===== config.mk =====
export PLATFORM = sky130hd
export DESIGN_NAME = io_uart_tx
export DESIGN_NICKNAME = d
export VERILOG_FILES = /design/src/rtl/io_uart_tx.sv
export SDC_FILE = /design/constraint.sdc
export NUM_CORES = 1
export LEC_CHECK = 0
export ABC_AREA = 1
export BUFFER_PORTS_ARGS = -buffer_cell sky130_fd_sc_hd__buf_2
export CAP_MARGIN = 20
export CORE_MARGIN = 5
export CORE_UTILIZATION = 50
export CTS_BUF_LIST = sky130_fd_sc_hd__clkbuf_8
export DETAILED_ROUTE_END_ITERATION = 16
export PLACE_DENSITY = 0.76
export SLEW_MARGIN = 20
export SYNTH_ARGS = -nofsm -noshare
export SYNTH_HDL_FRONTEND = slang
export SYNTH_SLANG_ARGS = --single-unit

===== constraint.sdc =====
create_clock -name clk -period 3.1 [get_ports clk]
set_input_delay 0.155 -clock clk [delete_from_list [all_inputs] [get_ports clk]]
set_output_delay 0.155 -clock clk [all_outputs]
set_load 0.1 [all_outputs]

===== src/rtl/io_uart_tx.sv =====
// Memory-mapped 8N1 UART transmitter on the SoC IO page.
// The CPU pushes bytes into a small FIFO and polls a status word; the FSM drains the FIFO onto tx.
module io_uart_tx #(
  parameter int CLKS_PER_BIT = 104,
  parameter int FIFO_DEPTH   = 4
) (
  input  logic        clk,
  input  logic        rst,
  input  logic        io_sel,
  input  logic [29:0] io_wordaddr,
  input  logic [31:0] io_wdata,
  input  logic        io_wstrb,
  input  logic        io_rstrb,
  output logic [31:0] io_rdata,
  output logic        tx,
  output logic        busy
);

  localparam int PTR_W  = (FIFO_DEPTH > 1) ? $clog2(FIFO_DEPTH) : 1;
  localparam int CNT_W  = $clog2(FIFO_DEPTH + 1);
  localparam int BAUD_W = (CLKS_PER_BIT > 1) ? $clog2(CLKS_PER_BIT) : 1;
  localparam logic [BAUD_W-1:0] BAUD_LOAD = BAUD_W'(CLKS_PER_BIT - 1);
  localparam logic [CNT_W-1:0]  CNT_FULL  = CNT_W'(FIFO_DEPTH);

  localparam logic [1:0] S_IDLE  = 2'd0;
  localparam logic [1:0] S_START = 2'd1;
  localparam logic [1:0] S_DATA  = 2'd2;
  localparam logic [1:0] S_STOP  = 2'd3;

  logic [7:0]        mem [FIFO_DEPTH];
  logic [PTR_W-1:0]  wr_ptr_reg, rd_ptr_reg;
  logic [CNT_W-1:0]  count_reg, count_next;
  logic [1:0]        state_reg, state_next;
  logic [BAUD_W-1:0] baud_reg, baud_next;
  logic [2:0]        bit_idx_reg, bit_idx_next;
  logic [7:0]        shift_reg, shift_next;
  logic              tx_reg, tx_next;
  logic              busy_reg, busy_next;
  logic              overflow_reg;
  logic [31:0]       rdata_reg;

  logic wr_en, rd_en, fifo_full, fifo_empty, push, overflow_set, pop;
  logic [31:0] status;

  logic unused_bits;
  assign unused_bits = ^{io_wdata[31:8], io_wordaddr[29:3], io_wordaddr[0]};

  assign wr_en        = io_sel & io_wstrb & io_wordaddr[1];
  assign rd_en        = io_sel & io_rstrb & io_wordaddr[2];
  assign fifo_full    = (count_reg == CNT_FULL);
  assign fifo_empty   = (count_reg == '0);
  assign push         = wr_en & ~fifo_full;
  assign overflow_set = wr_en & fifo_full;

  // An overflow on the same edge as the read must be visible in the returned word.
  assign status = {28'd0, overflow_reg | overflow_set,
                   fifo_empty & (state_reg == S_IDLE), busy_reg, fifo_full};

  always_comb begin
    state_next   = state_reg;
    baud_next    = baud_reg;
    bit_idx_next = bit_idx_reg;
    shift_next   = shift_reg;
    tx_next      = tx_reg;
    pop          = 1'b0;
    case (state_reg)
      S_IDLE: begin
        tx_next = 1'b1;
        if (!fifo_empty) begin
          pop        = 1'b1;
          shift_next = mem[rd_ptr_reg];
          baud_next  = BAUD_LOAD;
          tx_next    = 1'b0;
          state_next = S_START;
        end
      end
      S_START: begin
        if (baud_reg == '0) begin
          state_next   = S_DATA;
          bit_idx_next = 3'd0;
          baud_next    = BAUD_LOAD;
          tx_next      = shift_reg[0];
        end else begin
          baud_next = baud_reg - 1'b1;
        end
      end
      S_DATA: begin
        if (baud_reg == '0) begin
          baud_next = BAUD_LOAD;
          if (bit_idx_reg == 3'd7) begin
            state_next = S_STOP;
            tx_next    = 1'b1;
          end else begin
            bit_idx_next = bit_idx_reg + 3'd1;
            shift_next   = {1'b0, shift_reg[7:1]};
            tx_next      = shift_reg[1];
          end
        end else begin
          baud_next = baud_reg - 1'b1;
        end
      end
      default: begin
        // Stop bit: chain straight into the next frame when data is waiting.
        if (baud_reg == '0) begin
          if (!fifo_empty) begin
            pop        = 1'b1;
            shift_next = mem[rd_ptr_reg];
            baud_next  = BAUD_LOAD;
            tx_next    = 1'b0;
            state_next = S_START;
          end else begin
            tx_next    = 1'b1;
            state_next = S_IDLE;
          end
        end else begin
          baud_next = baud_reg - 1'b1;
        end
      end
    endcase
  end

  always_comb begin
    count_next = count_reg;
    case ({push, pop})
      2'b10:   count_next = count_reg + 1'b1;
      2'b01:   count_next = count_reg - 1'b1;
      default: count_next = count_reg;
    endcase
    busy_next = (count_next != '0) || (state_next != S_IDLE);
  end

  always_ff @(posedge clk) begin
    if (push) begin
      mem[wr_ptr_reg] <= io_wdata[7:0];
    end
  end

  always_ff @(posedge clk) begin
    if (rst) begin
      wr_ptr_reg   <= '0;
      rd_ptr_reg   <= '0;
      count_reg    <= '0;
      state_reg    <= S_IDLE;
      baud_reg     <= '0;
      bit_idx_reg  <= '0;
      shift_reg    <= '0;
      tx_reg       <= 1'b1;
      busy_reg     <= 1'b0;
      overflow_reg <= 1'b0;
      rdata_reg    <= '0;
    end else begin
      if (push) wr_ptr_reg <= wr_ptr_reg + 1'b1;
      if (pop)  rd_ptr_reg <= rd_ptr_reg + 1'b1;
      count_reg   <= count_next;
      state_reg   <= state_next;
      baud_reg    <= baud_next;
      bit_idx_reg <= bit_idx_next;
      shift_reg   <= shift_next;
      tx_reg      <= tx_next;
      busy_reg    <= busy_next;
      if (overflow_set) begin
        overflow_reg <= 1'b1;
      end else if (rd_en) begin
        overflow_reg <= 1'b0;
      end
      if (rd_en) rdata_reg <= status;
    end
  end

  assign io_rdata = rdata_reg;
  assign tx       = tx_reg;
  assign busy     = busy_reg;

endmodule


==> results by group, run 1 <==
Outcome
  – Status: finished, final reports clean

Setup path
  – Slowest cell on crit path: fa_1
  – Worst Path Required: 3.34 ns
  – Worst EP arrival: 2.95 ns
  – Crit-path most repeated cell: nand2_1
  – Depth of the most critical reg-to-reg path: 18
  – Critical path class: register to register
  – Worst-path cell chain: inv_1, ha_1, inv_1, nor2_1, nand3_2, nand2_1, o21ai_1, nor2_4, ha_1, inv_1, fa_1, nand2_1, o21ai_0, nand2_1, nor2_1, nand3_1, nand2_1, nand2_1
  – R2r setup slk: 0.40 ns
  – FF-to-FF End: busy
  – Peak fanout along the critical path: 6
  – Worst r2r src: baud_reg[0]
  – Crit-path max cell delay: 0.48 ns
  – Critical path endpoint category: register
  – Crit start category: register

Placed design
  – Pre-CTS WS: 0.436 ns
  – Detailed placement HPWL: 4530 µm
  – Port Buffers: 20
  – GPL Wtd Cong: 0.835

Timing
  – Period utilization: 87.1%
  – Final Skew: 0.00730 ns
  – Final Worst Setup Slack: 0.399 ns
  – RSZ-0062 raised after global routing: no
  – Final min period: 2.70 ns
  – Hold_ws: 0.0150 ns
  – Highest clock rate: 370 MHz
  – Slew at the pin closest to its max-slew limit: 0.799 ns
  – Slew Limit Fails: 0
  – Fin. Hold Viols: 0
  – Slew headroom: 46.6%
  – Fin Setup TNS: 0 ns
  – Setup violators final: 0

Global route
  – Largest net degree at the start of global routing: 23
  – Layer with the highest usage: met2
  – Grt met2 use: 26.0%
  – Met3 Use GR: 4.18%
  – Overflow after GRT: 0
  – Number of global-route vias before repair: 2435
  – First-pass GRT wire length: 11300 µm
  – Total GRT Usage: 16.4%
  – Initial antenna violation count: 0
  – Met1 usage: 21.7%

Power
  – Worst VDD drop: 0.485 mV
  – Total Power: 3740 µW
  – Leakage power: 0.00165 µW
  – Clock power frac: 20.4%
  – Seq pwr share: 32.5%
  – Comb pwr share: 47.1%
  – Sw frac: 46.5%
  – Int Power: 2000 µW
  – Switch Pwr: 1740 µW
  – Power density cells: 1010 nW/µm²

Floorplan
  – IO Pins: 101
  – Die ar.: 8660 µm²
  – Core ar.: 6760 µm²
  – Initial core utilization: 51.0%
  – # rows: 30
  – Die X-Extent: 93.0 µm
  – Die H: 93.0 µm

Worst hold path
  – Hold path start: io_wdata[4]
  – Min-Delay Endpoint: mem[2][4]
  – Number of stages on the worst hold path: 1
  – Hold Crit Class: input port to register

Synthesis
  – Number of cells produced by synthesis: 409
  – Post-synthesis adder-cell area fraction: 4.93%
  – Post-synth ARST share: 0%
  – Cell area after synthesis: 3450 µm²
  – Top FF cell, synth: dfxtp_1
  – XOR/XNOR Fraction of Synth Area: 1.27%
  – Yosys warns: 0
  – Largest family of logic cells by synthesized area: simple AND/OR/NAND/NOR gates
  – Synth Area in Compound Gates: 11.5%
  – Simple-gate share of the synthesized area: 21.3%
  – Synth cell types: 33
  – Post-synth EDFFs: 32
  – Number of synthesized register bits: 68
  – Seq/Total Area, Yosys: 48.8%
  – Avg Inst Size Synth: 8.43 µm²
  – Mux share of post-synthesis cell area: 0%

Drt
  – Final Routed Wirelength: 6580 µm
  – Final antenna-violating net count: 0
  – Routed wire length per instance: 12.8 µm
  – Number of DRC markers in iteration 0: 275
  – DRC violations left: 0
  – Routed vias: 2627
  – First-pass DRT Iterations: 5
  – Post-DR vias/cell: 5.10

Clock network
  – H-tree depth: 3
  – Clock Pin Slew Worst Setup and Hold Paths: 0.08 ns
  – # hold bufs at CTS: 0
  – Clock Path Buffers: 2
  – Total CTS buffers: 9
  – Clk_lat worst skew: 0.35 ns
  – Post-CTS setup buffers: 0
  – Post-CTS sizing: 0
  – TritonCTS clock tree: built
  – Clk sinks: 68
  – Root Buffer: clkbuf_8

Flow run
  – Max-cap viol count: 0

Final layout
  – Layout area overhead: 7.40%
  – Max FFs per register: 32
  – Antenna diodes: 0
  – Most common cell after layout, fill and taps aside: nand2_1
  – Ratio of cells with drive above 1 in the final layout: 12.2%
  – Fin nets: 510
  – Most frequent cells in the layout: 77 x nand2_1, 61 x nor2_1, 37 x o21ai_0
cells in the mapped netlist (all sizes together) (3+ instances only):
library cell / n / area share [%]
nor2: 65 / 7.7
o211ai: 4 / 0.87
nand4: 3 / 0.54
o22ai: 7 / 1.3
ha: 12 / 4.4
nand3: 20 / 3.2
a21oi: 17 / 2.5
dfxtp: 36 / 21
o21ai: 44 / 6.5
buf: 35 / 7.4
edfxtp: 32 / 28
nand2: 81 / 9.5
inv: 38 / 4.4
xor2: 5 / 1.3
clkbuf: 4 / 0.44
power by group through the flow:
stage	clock [µW]	combinational [µW]	sequential, µW
after global placement	0	1700	1230
after CTS	778	1760	1220
final	762	1760	1220
after global routing	819	2020	1240
after detailed placement	0	1750	1240
after floorplan	0	1400	1310
worst max-delay path: cells and delay by family (launching register included):
kind	cells	cell delay [ns]
DFF	1	0.32
buffers and inverters	3	0.28
AOI/OAI and AO/OA	2	0.22
and+or+nand+nor	10	0.88
adders and majority gates	3	0.90
kinds of logic after synthesis:
family,Yosys count
AOI/OAI and AO/OA,74
xor gates and xnor gates,5
adders and majority gates,13
buffers and inverters,77
DFF,68
other,1
and+or+nand+nor,171
per-stage QoR:
step                instance area (µm²)  cells  util [%]
finish                             3700    515      54.8
global route                       3700    515      54.8
CTS                                3700    515      54.8
detailed placement                 3500    499      51.7
global placement                   3500    499      51.7
floorplan                          3550    436         -
layout make-up:
cell class / count / area, µm²
inverters: 38 / 150
well taps: 80 / 100
fillers: 592 / 3050
clock inverters: 7 / 83.8
multi-input cells: 291 / 1450
repair buffers: 22 / 115
clock buffers: 9 / 124
flip-flops and latches: 68 / 1680
per-layer routing:
layer,part of all wire (%),wire length (µm),vias to the layer above
li1,-,-,1330
met1,45,2960,1209
met2,47,3100,81
met3,6.6,431,7
met4,1.3,86,0
met5,0,0,-
worst max path at each step:
| stage | startpoint | end | slack (ns) | depth (start not counted) |
|---|---|---|---|---|
| finish | baud_reg[0] | busy | 0.40 | 18 |
| global route | baud_reg[0] | busy | 0.02 | 18 |
| CTS | baud_reg[0] | busy | 0.41 | 18 |
| detailed placement | baud_reg[0] | busy | 0.44 | 18 |
| global placement | baud_reg[0] | busy | 0.48 | 18 |
| floorplan | baud_reg[0] | busy | 0.68 | 18 |
Note: power is estimated with default switching activity, not from simulation.
==> inputs of run 2 (changes only) <==
Settings changed: CORE_UTILIZATION 50 to 45, PLACE_DENSITY 0.76 to 0.69.
==> run 2 against run 1 <==
  * Clock skew shrank 0.0014 ns
  * Setup slack improved by 0.021 ns
  * Non-clock buffer count fell by 1
  * Flip-flop and latch count did not move
==> results by group, run 2 (same netlist as run 1, synthesis figures left out) <==
Timing
  – Period utilization: 86.4% (was 87.1%)
  – Final min period: 2.68 ns (was 2.70 ns)
  – Fin. Hold Viols: 0 (unchanged)
  – Setup violators final: 0 (unchanged)
  – Slew headroom: 47.8% (was 46.6%)
  – RSZ-0062 raised after global routing: no (unchanged)
  – Slew Limit Fails: 0 (unchanged)
  – Final Skew: 0.00587 ns (was 0.00730 ns)
  – Slew at the pin closest to its max-slew limit: 0.780 ns (was 0.799 ns)
  – Highest clock rate: 373 MHz (was 370 MHz)
  – Fin Setup TNS: 0 ns (unchanged)

Drt
  – Post-DR vias/cell: 4.93 (was 5.10)
  – Final antenna-violating net count: 0 (unchanged)
  – Number of DRC markers in iteration 0: 88 (was 275)
  – First-pass DRT Iterations: 4 (was 5)
  – Final Routed Wirelength: 6400 µm (was 6580 µm)
  – Routed vias: 2640 (was 2627)
  – DRC violations left: 0 (unchanged)
  – Routed wire length per instance: 12.0 µm (was 12.8 µm)

Floorplan
  – # rows: 32 (was 30)
  – Die ar.: 9510 µm² (was 8660 µm²)
  – IO Pins: 101 (unchanged)
  – Die H: 97.5 µm (was 93.0 µm)
  – Initial core utilization: 45.3% (was 51.0%)
  – Die X-Extent: 97.5 µm (was 93.0 µm)
  – Core ar.: 7610 µm² (was 6760 µm²)

Clock network
  – Root Buffer: clkbuf_8 (unchanged)
  – Post-CTS sizing: 0 (unchanged)
  – Total CTS buffers: 9 (unchanged)
  – Clk_lat worst skew: 0.34 ns (was 0.35 ns)
  – Clock Pin Slew Worst Setup and Hold Paths: 0.08 ns (about the same)
  – Clock Path Buffers: 2 (unchanged)
  – # hold bufs at CTS: 0 (unchanged)
  – Clk sinks: 68 (unchanged)
  – Post-CTS setup buffers: 0 (unchanged)
  – TritonCTS clock tree: built (unchanged)
  – H-tree depth: 3 (unchanged)

Placed design
  – GPL Wtd Cong: 0.826 (was 0.835)
  – Detailed placement HPWL: 4480 µm (was 4530 µm)
  – Port Buffers: 20 (unchanged)

Global route
  – Number of global-route vias before repair: 2478 (was 2435)
  – Total GRT Usage: 13.9% (was 16.4%)
  – First-pass GRT wire length: 11000 µm (was 11300 µm)
  – Largest net degree at the start of global routing: 23 (unchanged)
  – Overflow after GRT: 0 (unchanged)
  – Initial antenna violation count: 0 (unchanged)

Power
  – Comb pwr share: 46.3% (was 47.1%)
  – Switch Pwr: 1690 µW (was 1740 µW)
  – Clock power frac: 21.2% (was 20.4%)
  – Int Power: 2060 µW (was 2000 µW)
  – Sw frac: 45.1% (was 46.5%)
  – Worst VDD drop: 0.395 mV (was 0.485 mV)
  – Leakage power: 0.00165 µW (about the same)
  – Total Power: 3750 µW (was 3740 µW)
  – Power density cells: 1010 nW/µm² (about the same)
  – Seq pwr share: 32.5% (about the same)

Final layout
  – Max FFs per register: 32 (unchanged)
  – # fillers: 729 (was 592)
  – Antenna diodes: 0 (unchanged)
  – Layout area overhead: 8.16% (was 7.40%)
  – Ratio of cells with drive above 1 in the final layout: 11.8% (was 12.2%)
  – Most common cell after layout, fill and taps aside: nand2_1 (unchanged)
  – Most frequent cells in the layout: 77 x nand2_1, 61 x nor2_1, 37 x o21ai_0 (unchanged)
  – Fin nets: 509 (was 510)

Setup path
  – Crit path from: baud_reg[0] (unchanged)
  – Worst r2r src: baud_reg[0] (unchanged)
  – Crit start category: register (unchanged)
  – Worst EP arrival: 2.91 ns (was 2.95 ns)
  – Critical path endpoint category: register (unchanged)
  – Peak fanout along the critical path: 6 (unchanged)
  – Worst Path Required: 3.33 ns (was 3.34 ns)
  – Critical path class: register to register (unchanged)

Outcome
  – Status: finished, final reports clean (unchanged)

Flow run
  – Max-cap viol count: 0 (unchanged)

Worst hold path
  – Hold Crit Class: input port to register (unchanged)
  – Hold path start: io_wdata[0] (was io_wdata[4])
## run 2: final cells by class
cell class | count | area, µm² | area share (%)
Inverter | 38 | 150 | 4.03
Clock buffer | 9 | 124 | 3.32
Sequential cell | 68 | 1680 | 45.1
Tap cell | 102 | 128 | 3.42
Timing Repair Buffer | 21 | 108 | 2.88
Clock inverter | 6 | 90.1 | 2.42
Multi-Input combinational cell | 291 | 1450 | 38.8
## run 2: final timing paths
path / end / slack (ns) / cells past startpoint
setup / recovery: busy / 0.42 / 18
hold / removal: mem[1][0] / 0.02 / 1
setup reg to reg: busy / 0.42 / 18
hold reg to reg: io_rdata[1] / 0.47 / 2
## run 2: worst max-delay path: stages, from the launching register on
cell,delay [ns]
dfxtp_1,0.31
inv_1,0.14
ha_1,0.24
inv_1,0.07
nor2_1,0.11
nand3_2,0.10
nand2_1,0.07
o21ai_1,0.11
nor2_4,0.14
ha_1,0.18
inv_1,0.07
fa_1,0.48
nand2_1,0.05
o21ai_0,0.10
nand2_1,0.10
nor2_1,0.11
nand3_1,0.08
nand2_1,0.06
nand2_1,0.06
## run 2: layer usage
metal	up-vias	GRT usage, %	share of wire [%]
met5	-	0	0
met2	54	23.2	46
li1	1326	-	-
met1	1247	17.1	47
met3	13	4.16	5.5
met4	0	4.58	1.6
## run 2: power groups by stage
stage	logic (µW)	clock network (µW)	registers, µW
6_report	1740	796	1220
5_1_grt	1970	846	1240
4_1_cts	1750	808	1220
3_5_place_dp	1740	0	1240
3_3_place_gp	1700	0	1230
2_1_floorplan	1400	0	1310
## run 2: stage by stage
stage	cells	utilization, %	setup WS, ns	area (µm²)	hold slack, ns
floorplan	436	-	0.678	3550	0.224
global placement	520	46.2	0.458	3520	0.370
detailed placement	520	46.2	0.418	3520	0.372
CTS	535	49.0	0.417	3730	0.00883
global route	535	49.0	0.0865	3730	0.0109
finish	535	49.0	0.420	3730	0.0203
